**src/rtl/pwm_pkg.sv**
```systemverilog
// Shared register map and CTRL bit positions for the multichannel PWM peripheral.
package pwm_pkg;

    localparam logic [31:0] OFF_CTRL     = 32'h00;
    localparam logic [31:0] OFF_PERIOD   = 32'h08;
    localparam logic [31:0] OFF_PRESCALE = 32'h10;
    localparam logic [31:0] OFF_COUNT    = 32'h18;
    localparam logic [31:0] OFF_DUTY0    = 32'h20;

    localparam int CTRL_EN      = 0;
    localparam int CTRL_MODE    = 1;
    localparam int CTRL_IRQEN   = 2;
    localparam int CTRL_IRQF    = 3;
    localparam int CTRL_INV_LSB = 8;

    // Byte offset of the DUTY register belonging to channel ch.
    function automatic logic [31:0] duty_offset(input int ch);
        return OFF_DUTY0 + (32'(ch) << 3);
    endfunction

endpackage

```
**src/rtl/pwm_timebase.sv**
```systemverilog
// Shared prescaled timebase: edge-aligned sawtooth or center-aligned triangle counter.
module pwm_timebase #(
    parameter int N = 64
) (
    input  logic         clock,
    input  logic         reset,
    input  logic         en,
    input  logic         mode,
    input  logic [N-1:0] period,
    input  logic [N-1:0] prescale,
    output logic [N-1:0] count,
    output logic         boundary
);

    logic [N-1:0] pcnt;
    logic         down;
    logic         tick;

    assign tick = en && (pcnt == prescale);

    always_comb begin
        boundary = 1'b0;
        if (tick) begin
            if (!mode)
                boundary = (count == period);
            else if (period == '0)
                boundary = 1'b1;
            else
                boundary = down && (count == '0);
        end
    end

    // A disabled timebase parks at zero counting up, so enabling always restarts cleanly.
    always_ff @(posedge clock) begin
        if (reset || !en) begin
            pcnt  <= '0;
            count <= '0;
            down  <= 1'b0;
        end else begin
            pcnt <= tick ? '0 : pcnt + 1'b1;
            if (tick) begin
                if (!mode) begin
                    down  <= 1'b0;
                    count <= (count == period) ? '0 : count + 1'b1;
                end else if (period == '0) begin
                    down  <= 1'b0;
                    count <= '0;
                end else if (!down) begin
                    if (count == period) begin
                        down  <= 1'b1;
                        count <= count - 1'b1;
                    end else begin
                        count <= count + 1'b1;
                    end
                end else begin
                    if (count == '0) begin
                        down  <= 1'b0;
                        count <= count + 1'b1;
                    end else begin
                        count <= count - 1'b1;
                    end
                end
            end
        end
    end

endmodule

```
**src/rtl/pwm_multichannel.sv**
```systemverilog
// Memory-mapped multichannel PWM: address decode, double-buffered registers,
// compare array and period interrupt around a shared timebase.
module pwm_multichannel
    import pwm_pkg::*;
#(
    parameter logic [31:0] base_address  = 32'h9000_0000,
    parameter int          address_width = 8,
    parameter int          N             = 64,
    parameter int          CHANNELS      = 4
) (
    input  logic                clock,
    input  logic                reset,
    input  logic [31:0]         address,
    input  logic                mem_read,
    input  logic                mem_write,
    input  logic [N-1:0]        write_data,
    output logic [N-1:0]        read_data,
    output logic [CHANNELS-1:0] pwm_out,
    output logic                irq
);

    localparam logic [31:0] DECODE_MASK = 32'hFFFF_FFFF << address_width;

    logic                cs;
    logic [31:0]         off;
    logic                hit_ctrl;
    logic                hit_period;
    logic                hit_prescale;
    logic                hit_count;
    logic [CHANNELS-1:0] hit_duty;
    logic                wr;

    logic                en;
    logic                mode;
    logic                irq_en;
    logic                irq_flag;
    logic [CHANNELS-1:0] inv;

    logic [N-1:0]        period_sh;
    logic [N-1:0]        prescale_sh;
    logic [N-1:0]        duty_sh  [CHANNELS];
    logic [N-1:0]        period_act;
    logic [N-1:0]        prescale_act;
    logic [N-1:0]        duty_act [CHANNELS];

    logic [N-1:0]        count;
    logic                boundary;
    logic [CHANNELS-1:0] pwm_p1;

    always_comb begin
        cs           = (address & DECODE_MASK) == base_address;
        off          = 32'(address[address_width-1:0]) & ~32'h7;
        hit_ctrl     = cs && (off == OFF_CTRL);
        hit_period   = cs && (off == OFF_PERIOD);
        hit_prescale = cs && (off == OFF_PRESCALE);
        hit_count    = cs && (off == OFF_COUNT);
        for (int i = 0; i < CHANNELS; i++)
            hit_duty[i] = cs && (off == duty_offset(i));
        wr           = mem_write;
    end

    pwm_timebase #(
        .N(N)
    ) u_timebase (
        .clock    (clock),
        .reset    (reset),
        .en       (en),
        .mode     (mode),
        .period   (period_act),
        .prescale (prescale_act),
        .count    (count),
        .boundary (boundary)
    );

    // A boundary setting IRQ_FLAG outranks a same-cycle write-1-to-clear.
    always_ff @(posedge clock) begin
        if (reset) begin
            en       <= 1'b0;
            mode     <= 1'b0;
            irq_en   <= 1'b0;
            irq_flag <= 1'b0;
            inv      <= '0;
            irq      <= 1'b0;
        end else begin
            if (wr && hit_ctrl) begin
                en     <= write_data[CTRL_EN];
                mode   <= write_data[CTRL_MODE];
                irq_en <= write_data[CTRL_IRQEN];
                inv    <= write_data[CTRL_INV_LSB +: CHANNELS];
            end
            if (boundary)
                irq_flag <= 1'b1;
            else if (wr && hit_ctrl && write_data[CTRL_IRQF])
                irq_flag <= 1'b0;
            irq <= irq_flag && irq_en;
        end
    end

    // Shadows take bus writes; active copies follow them at each boundary or while idle.
    always_ff @(posedge clock) begin
        if (reset) begin
            period_sh    <= '0;
            prescale_sh  <= '0;
            period_act   <= '0;
            prescale_act <= '0;
            for (int i = 0; i < CHANNELS; i++) begin
                duty_sh[i]  <= '0;
                duty_act[i] <= '0;
            end
        end else begin
            if (wr && hit_period)
                period_sh <= write_data;
            if (wr && hit_prescale)
                prescale_sh <= write_data;
            for (int i = 0; i < CHANNELS; i++) begin
                if (wr && hit_duty[i])
                    duty_sh[i] <= write_data;
            end
            if (!en || boundary) begin
                period_act   <= period_sh;
                prescale_act <= prescale_sh;
                for (int i = 0; i < CHANNELS; i++)
                    duty_act[i] <= duty_sh[i];
            end
        end
    end

    // Stage p1: registered compare, one clock behind the counter.
    always_ff @(posedge clock) begin
        if (reset) begin
            pwm_p1 <= '0;
        end else begin
            for (int i = 0; i < CHANNELS; i++)
                pwm_p1[i] <= en ? ((count < duty_act[i]) ^ inv[i]) : inv[i];
        end
    end

    assign pwm_out = pwm_p1;

    always_comb begin
        read_data = '0;
        if (cs && mem_read) begin
            if (hit_ctrl) begin
                read_data[CTRL_EN]                      = en;
                read_data[CTRL_MODE]                    = mode;
                read_data[CTRL_IRQEN]                   = irq_en;
                read_data[CTRL_IRQF]                    = irq_flag;
                read_data[CTRL_INV_LSB +: CHANNELS]     = inv;
            end
            if (hit_period)
                read_data = period_sh;
            if (hit_prescale)
                read_data = prescale_sh;
            if (hit_count)
                read_data = count;
            for (int i = 0; i < CHANNELS; i++) begin
                if (hit_duty[i])
                    read_data = duty_sh[i];
            end
        end
    end

endmodule

```
**config.mk**
```make
export PLATFORM = sky130hd
export DESIGN_NAME = pwm_multichannel
export DESIGN_NICKNAME = d
export VERILOG_FILES = /design/src/rtl/pwm_pkg.sv /design/src/rtl/pwm_timebase.sv /design/src/rtl/pwm_multichannel.sv
export SDC_FILE = /design/constraint.sdc
export NUM_CORES = 2
export LEC_CHECK = 0
export CORE_MARGIN = 2
export CORE_UTILIZATION = 55
export CTS_CLUSTER_SIZE = 10
export DETAILED_ROUTE_END_ITERATION = 16
export GPL_TIMING_DRIVEN = 1
export PLACE_DENSITY = 0.75
export SYNTH_ARGS = -nofsm -noshare
export SYNTH_HDL_FRONTEND = slang
export SYNTH_SLANG_ARGS = --single-unit
export TNS_END_PERCENT = 10
```
**constraint.sdc**
```tcl
create_clock -name clock -period 7.9 [get_ports clock]
set_input_delay 1.58 -clock clock [delete_from_list [all_inputs] [get_ports clock]]
set_output_delay 1.58 -clock clock [all_outputs]
set_load 0.01 [all_outputs]
```
Yosys cells after proc, flatten, opt, wreduce, memory -nomap -nowiden. Memory sizes are Yosys's and may differ from the RTL's. Index checks and enable logic that the tools add are counted.

Reductions and logical operators: 28. Mux-type cells: 55. Add/subtract/negate cells: 3. Equality and inequality tests: 10. Order comparisons: 4. Bitwise gates (word level): 12.

Operator list (count): 64-bit two-way mux (22); 64-bit < comparator (4); 64-bit by 1-bit adder with 64-bit output (second input constant) (2); 64-bit equality test (2); 64-bit zero test (2); 64-bit by 1-bit subtractor with 64-bit output (second input constant) (1); 32-bit zero test (1); 1-bit two-way mux (31); 24-bit equality test (second input constant) (1); 5-bit by 3-bit equality test with 1-bit output (second input constant) (4); 1-bit logical AND (20); 5-bit by 2-bit equality test with 1-bit output (second input constant) (2); 4-bit two-way mux (2); 1-bit bitwise OR (8); 5-bit by 1-bit equality test with 1-bit output (second input constant) (1); 1-bit bitwise XOR (4); 1-bit logical OR (2); 2-bit nonzero test (1); 2-bit OR reduction (1); 1-bit zero test (1).

Register bits: 398. Logic and storage cells: 128. Memories: 2. Input bits: 100. RAM bits: 512. Output and inout port bits: 69.

Memory list: duty_act (depth 4, width 64, rd ports 4, clocked after memory_dff 0, write ports 4, RTL line pwm_multichannel.sv:44) `logic [N-1:0] duty_act [CHANNELS];`; duty_sh (depth 4, width 64, rd ports 4, clocked after memory_dff 0, write ports 4, RTL line pwm_multichannel.sv:41) `logic [N-1:0] duty_sh [CHANNELS];`.

Depth between registers and ports, before layout.
Depth after elaboration: 11. Depth in mapped cells: 14. Depth with buffers taken out: 11.

Hierarchy. A second synthesis with hierarchy kept.

Cell total of the unflattened synthesis: 4645. Area total of the unflattened synthesis: 47026.4 um2.

By module, submodules not included: pwm_multichannel (area an instance 36731.5 um2, cells an instance 3243, seq. area each 20759.9 um2, instances 1); pwm_timebase (area an instance 10294.9 um2, cells an instance 1402, seq. area each 2582.5 um2, instances 1).

Worst setup path after synthesis. OpenSTA, ideal clock, no wires.

Kind: reg2reg. Start: register u_timebase.count[1]. End: memory duty_act[0][0] (enable). Required time: 7290 ps. Stages on the path, launching flop included: 14. Path buffers: 3. Library setup time: 610 ps. Period minus slack after synthesis: 8225 ps. Arrival time: 7615 ps. Slack: -325 ps. Cells stage by stage: dfxtp_1 clkbuf_1 inv_1 ha_1 nor2b_1 nand4b_1 or4_4 nor2_4 nor2_1 or3b_4 and2_1 buf_2 buf_6 inv_1.

RTL lines: from (decl) (RTL line pwm_timebase.sv:11) `output logic [N-1:0] count,`; from (signal assigned) (RTL line pwm_timebase.sv:44) `count <= (count == period) ? '0 : count + 1'b1;`; from (signal assigned) (RTL line pwm_timebase.sv:51) `count <= count - 1'b1;`; from (signal assigned) (RTL line pwm_timebase.sv:53) `count <= count + 1'b1;`; to (decl) (RTL line pwm_multichannel.sv:44).

Final worst setup path.
Start: input address[23]. End: output read_data[53].

Word-level cells in the longest chain between the ends: 10. Elaborated cells on any way between the ends: 17. Those cells by class: 1 x eq/ne; 8 x mux; 8 x reduce/logical.

RTL lines: from (decl) (RTL line pwm_multichannel.sv:13) `input logic [31:0] address,`; 24-bit equality test (*) (RTL line pwm_multichannel.sv:51) `cs = (address & DECODE_MASK) == base_address;`; 1-bit logical AND (RTL line pwm_multichannel.sv:54) `hit_period = cs && (off == OFF_PERIOD);`; 64-bit two-way mux (RTL line pwm_multichannel.sv:150) `if (hit_period)`; 64-bit two-way mux (RTL line pwm_multichannel.sv:152) `if (hit_prescale)`; 64-bit two-way mux (RTL line pwm_multichannel.sv:154) `if (hit_count)`; 64-bit two-way mux (4 in a row) (RTL line pwm_multichannel.sv:157) `if (hit_duty[i])`; 64-bit two-way mux (*) (RTL line pwm_multichannel.sv:142) `if (cs && mem_read) begin`; to (decl) (RTL line pwm_multichannel.sv:17) `output logic [N-1:0] read_data,`.

Mark *: on every way between the ends. The rest lies on a longest branch, timed or not.

==> flow_summary.toml <==
[timing]
relSlewSlack_pct = 16.4
post-route-period-util_pct = 88.0
min_period_ns = 6.95
tns_ns = 0
worst_slack_ns = 0.947
finalHoldViolCount = 0
finClkSkew_ns = 0.0399
finalMaxSlewViolations = 0
whs_ns = 0.472
rsz0062_at_grt = "false"
setup_viol = 0
worst-slew-pin-transition_ns = 1.24
clock.fmax_mhz = 144

[logic_synthesis]
syn-cell-area_sq_um = 47000
synth_cells = 4623
yosysTopAreaCell = "edfxtp_1"
post_synth.cell_area_avg_sq_um = 10.2
synthFlopType = "edfxtp_1"
syn_nets = 4978
ys_ff_latch = 910
synthDominantCellAreaShare_pct = 32.7
synth-seq-area-share_pct = 49.7
synth_edf_count = 512
ys_types = 86
synthTopCellsByArea = "edfxtp_1, dfxtp_1, and2_1"
synthArstFlopShare_pct = 0
yosys_warnings = 0

[status]
status = "completed"

[global_route]
antenna_found_initial = 3
grt_pass1_wl_um = 227000
grt_pass1_vias = 35800
grt_start_max_net_pins = 149
gr-usage-all-layers_pct = 34.7
grt_overflow_total = 0

[die]
initial_core_util_pct = 55.4
core_sq_um = 84900
rows = 107
die_y_um = 296
boundaryPins = 169
die_w_um = 296
fp.dieArea_sq_um = 87800

[cts]
post-cts-setup-buffers = 0
cts_hold_buf = 0
h-tree-depth = 3
cts_tree = "done"
cts_made_buffers = 104
cts_resized = 0
cts.path.max_buffers = 3
clockRootBuffer = "clkbuf_16"
clk_pin_slew_worst_paths_ns = 0.05
worst_skew_pair.late_latency_ns = 0.70
numClockSinks = 910

[drt]
drt-initial-drc-count = 4734
drt-total-wl_um = 154000
num_vias = 37500
wl_per_cell_um = 26.0
drt_pass1_iterations = 9
ant_nets = 0
drc = 0
via_per_inst = 6.34

[layout]
final_cell_mix = "and2_1, edfxtp_1, nand2_1"
final_cell_count_no_fill = 5920
nFillCells = 6917
nNetsFinal = 5052
final_common_cell = "and2_1"
syn_to_final_growth_pct = 12.5
drive_gt1_share_pct = 6.64
final_core_util_pct = 62.3

[power]
vdd_drop_max_uv = 164
p_leak_nw = 20.1
power_density_nw_per_um2 = 192

[setup_path]
cp.required_ns = 6.32
path_delay_family = "buffers and inverters"
startpoint_type = "primary input"
worstSetupPathType = "primary input to output pin"
rr_worst_depth = 10
cp_max_fo = 48
r2r_slack_ns = 2.81
crit_buf_inv = 5
reg2reg_to = "prescale_act[25]"
slowest_delay_ns = 0.62
path_cells = "clkdlybuf4s50_1, nor4_1, nand4_1, nor4_1, buf_4, nor2b_1, buf_4, nand2_1, nor2_4, buf_12, a22oi_1, a21oi_1, clkdlybuf4s50_1"
startpoint = "address[23]"
crit_end = "read_data[53]"
crit_cells = 13
slowest_stage = "clkdlybuf4s50_1"
worstPathArrival_ns = 5.37
crit_path_end_kind = "output pin"
crit-reg2reg-launch = "u_timebase.count[40]"

[placement]
hpwl_um = 105000
pre_cts_ws_ns = 0.989
place.gp.congestion = 0.986
io_buffers = 165
placed_cells = 5735

[hold_path]
min_path_type = "register to register"

[flow_run]
cap_violations = 0
-- kinds of logic after synthesis --
logic type	after synthesis	share of synthesized area, %
and+or+nand+nor	1697	19.0
DFF	910	49.7
AOI/OAI and AO/OA	908	12.9
buffers and inverters	567	4.87
adders and majority gates	255	6.79
xor gates and xnor gates	196	3.65
muxes	90	3.13
-- flip-flops by register name, indices dropped and copies added (netlist names), 4 cells and up --
name and count:
prescale_act 64, inv 4, prescale_sh 64, pwm_out 4, duty_act 256, u_timebase.count 64, u_timebase.pcnt 64, period_act 64
period_sh 64, duty_sh 256
-- power by group --
group          internal (mW)  switching, mW  leakage, nW  total, mW
combinational          0.177          0.265         10.1      0.442
clock                   2.61           1.93         1.49       4.54
sequential              5.13         0.0532         8.60       5.18
-- how the worst min path moves through the flow --
stage / start / end / slack (ns) / cells after the start
4_1_cts: period_sh[9] / period_sh[9] / 0.47 / 2
5_1_grt: prescale_sh[9] / prescale_sh[9] / 0.50 / 2
3_3_place_gp: period_sh[9] / period_sh[9] / 0.46 / 2
2_1_floorplan: irq_flag / irq / 0.42 / 2
3_5_place_dp: prescale_sh[11] / prescale_sh[11] / 0.46 / 2
6_report: period_sh[9] / period_sh[9] / 0.47 / 2
-- layer usage --
layer	wire, um	up-vias	GRT usage [%]
li1	-	16700	-
met1	60800	18100	47.8
met2	68800	2286	53.0
met3	17200	419	6.87
met4	6790	4	15.5
met5	26	-	0
-- through the flow --
| step | cell area [sq um] | power [mW] |
|---|---|---|
| finish | 52900 | 10.2 |
| global placement | 49800 | 5.70 |
| floorplan | 47000 | 5.51 |
| detailed placement | 49800 | 5.72 |
| CTS | 52900 | 10.2 |
| global route | 52900 | 10.4 |
-- Yosys cell counts (13+ instances only) --
cell type and n:
a222oi_1 38, a22oi_1 26, buf_2 41, and2_1 527, nand4_1 110, and3_1 35
clkbuf_1 185, xnor2_1 119, mux4_2 45, edfxtp_1 512, a22o_1 127, o21ai_0 121
o22ai_1 18, clkbuf_2 24, nor3_1 68, o221ai_1 14, nor2b_1 32, o211ai_1 18
xor2_1 77, a221oi_1 22, and4_1 14, dfxtp_1 398, o21a_1 20, or3_1 26
a21oi_1 330, nand3_1 89, nand2_1 466, inv_1 278, a21o_1 59, nor4_1 62
mux2i_1 40, nand2b_1 17, ha_1 255, nor2_1 205, buf_1 25, o31ai_1 13
a211oi_1 22
-- layout make-up --
class / instances / area, sq um / share of cell area, %
Clock buffer: 178 / 3040 / 5.74
Antenna cell: 1 / 2.50 / 0.00473
Clock inverter: 6 / 70.1 / 0.133
Sequential cell: 910 / 23300 / 44.1
Inverter: 278 / 1050 / 1.98
Multi-Input combinational cell: 3146 / 21500 / 40.7
Tap cell: 1144 / 1430 / 2.71
Timing Repair Buffer: 257 / 2450 / 4.64
-- worst min-delay path: stages (launching register included) --
cell,delay (ns)
dfxtp_1,0.32
nand2_1,0.05
a21oi_1,0.05
Power figures use the tool's default switching activity.
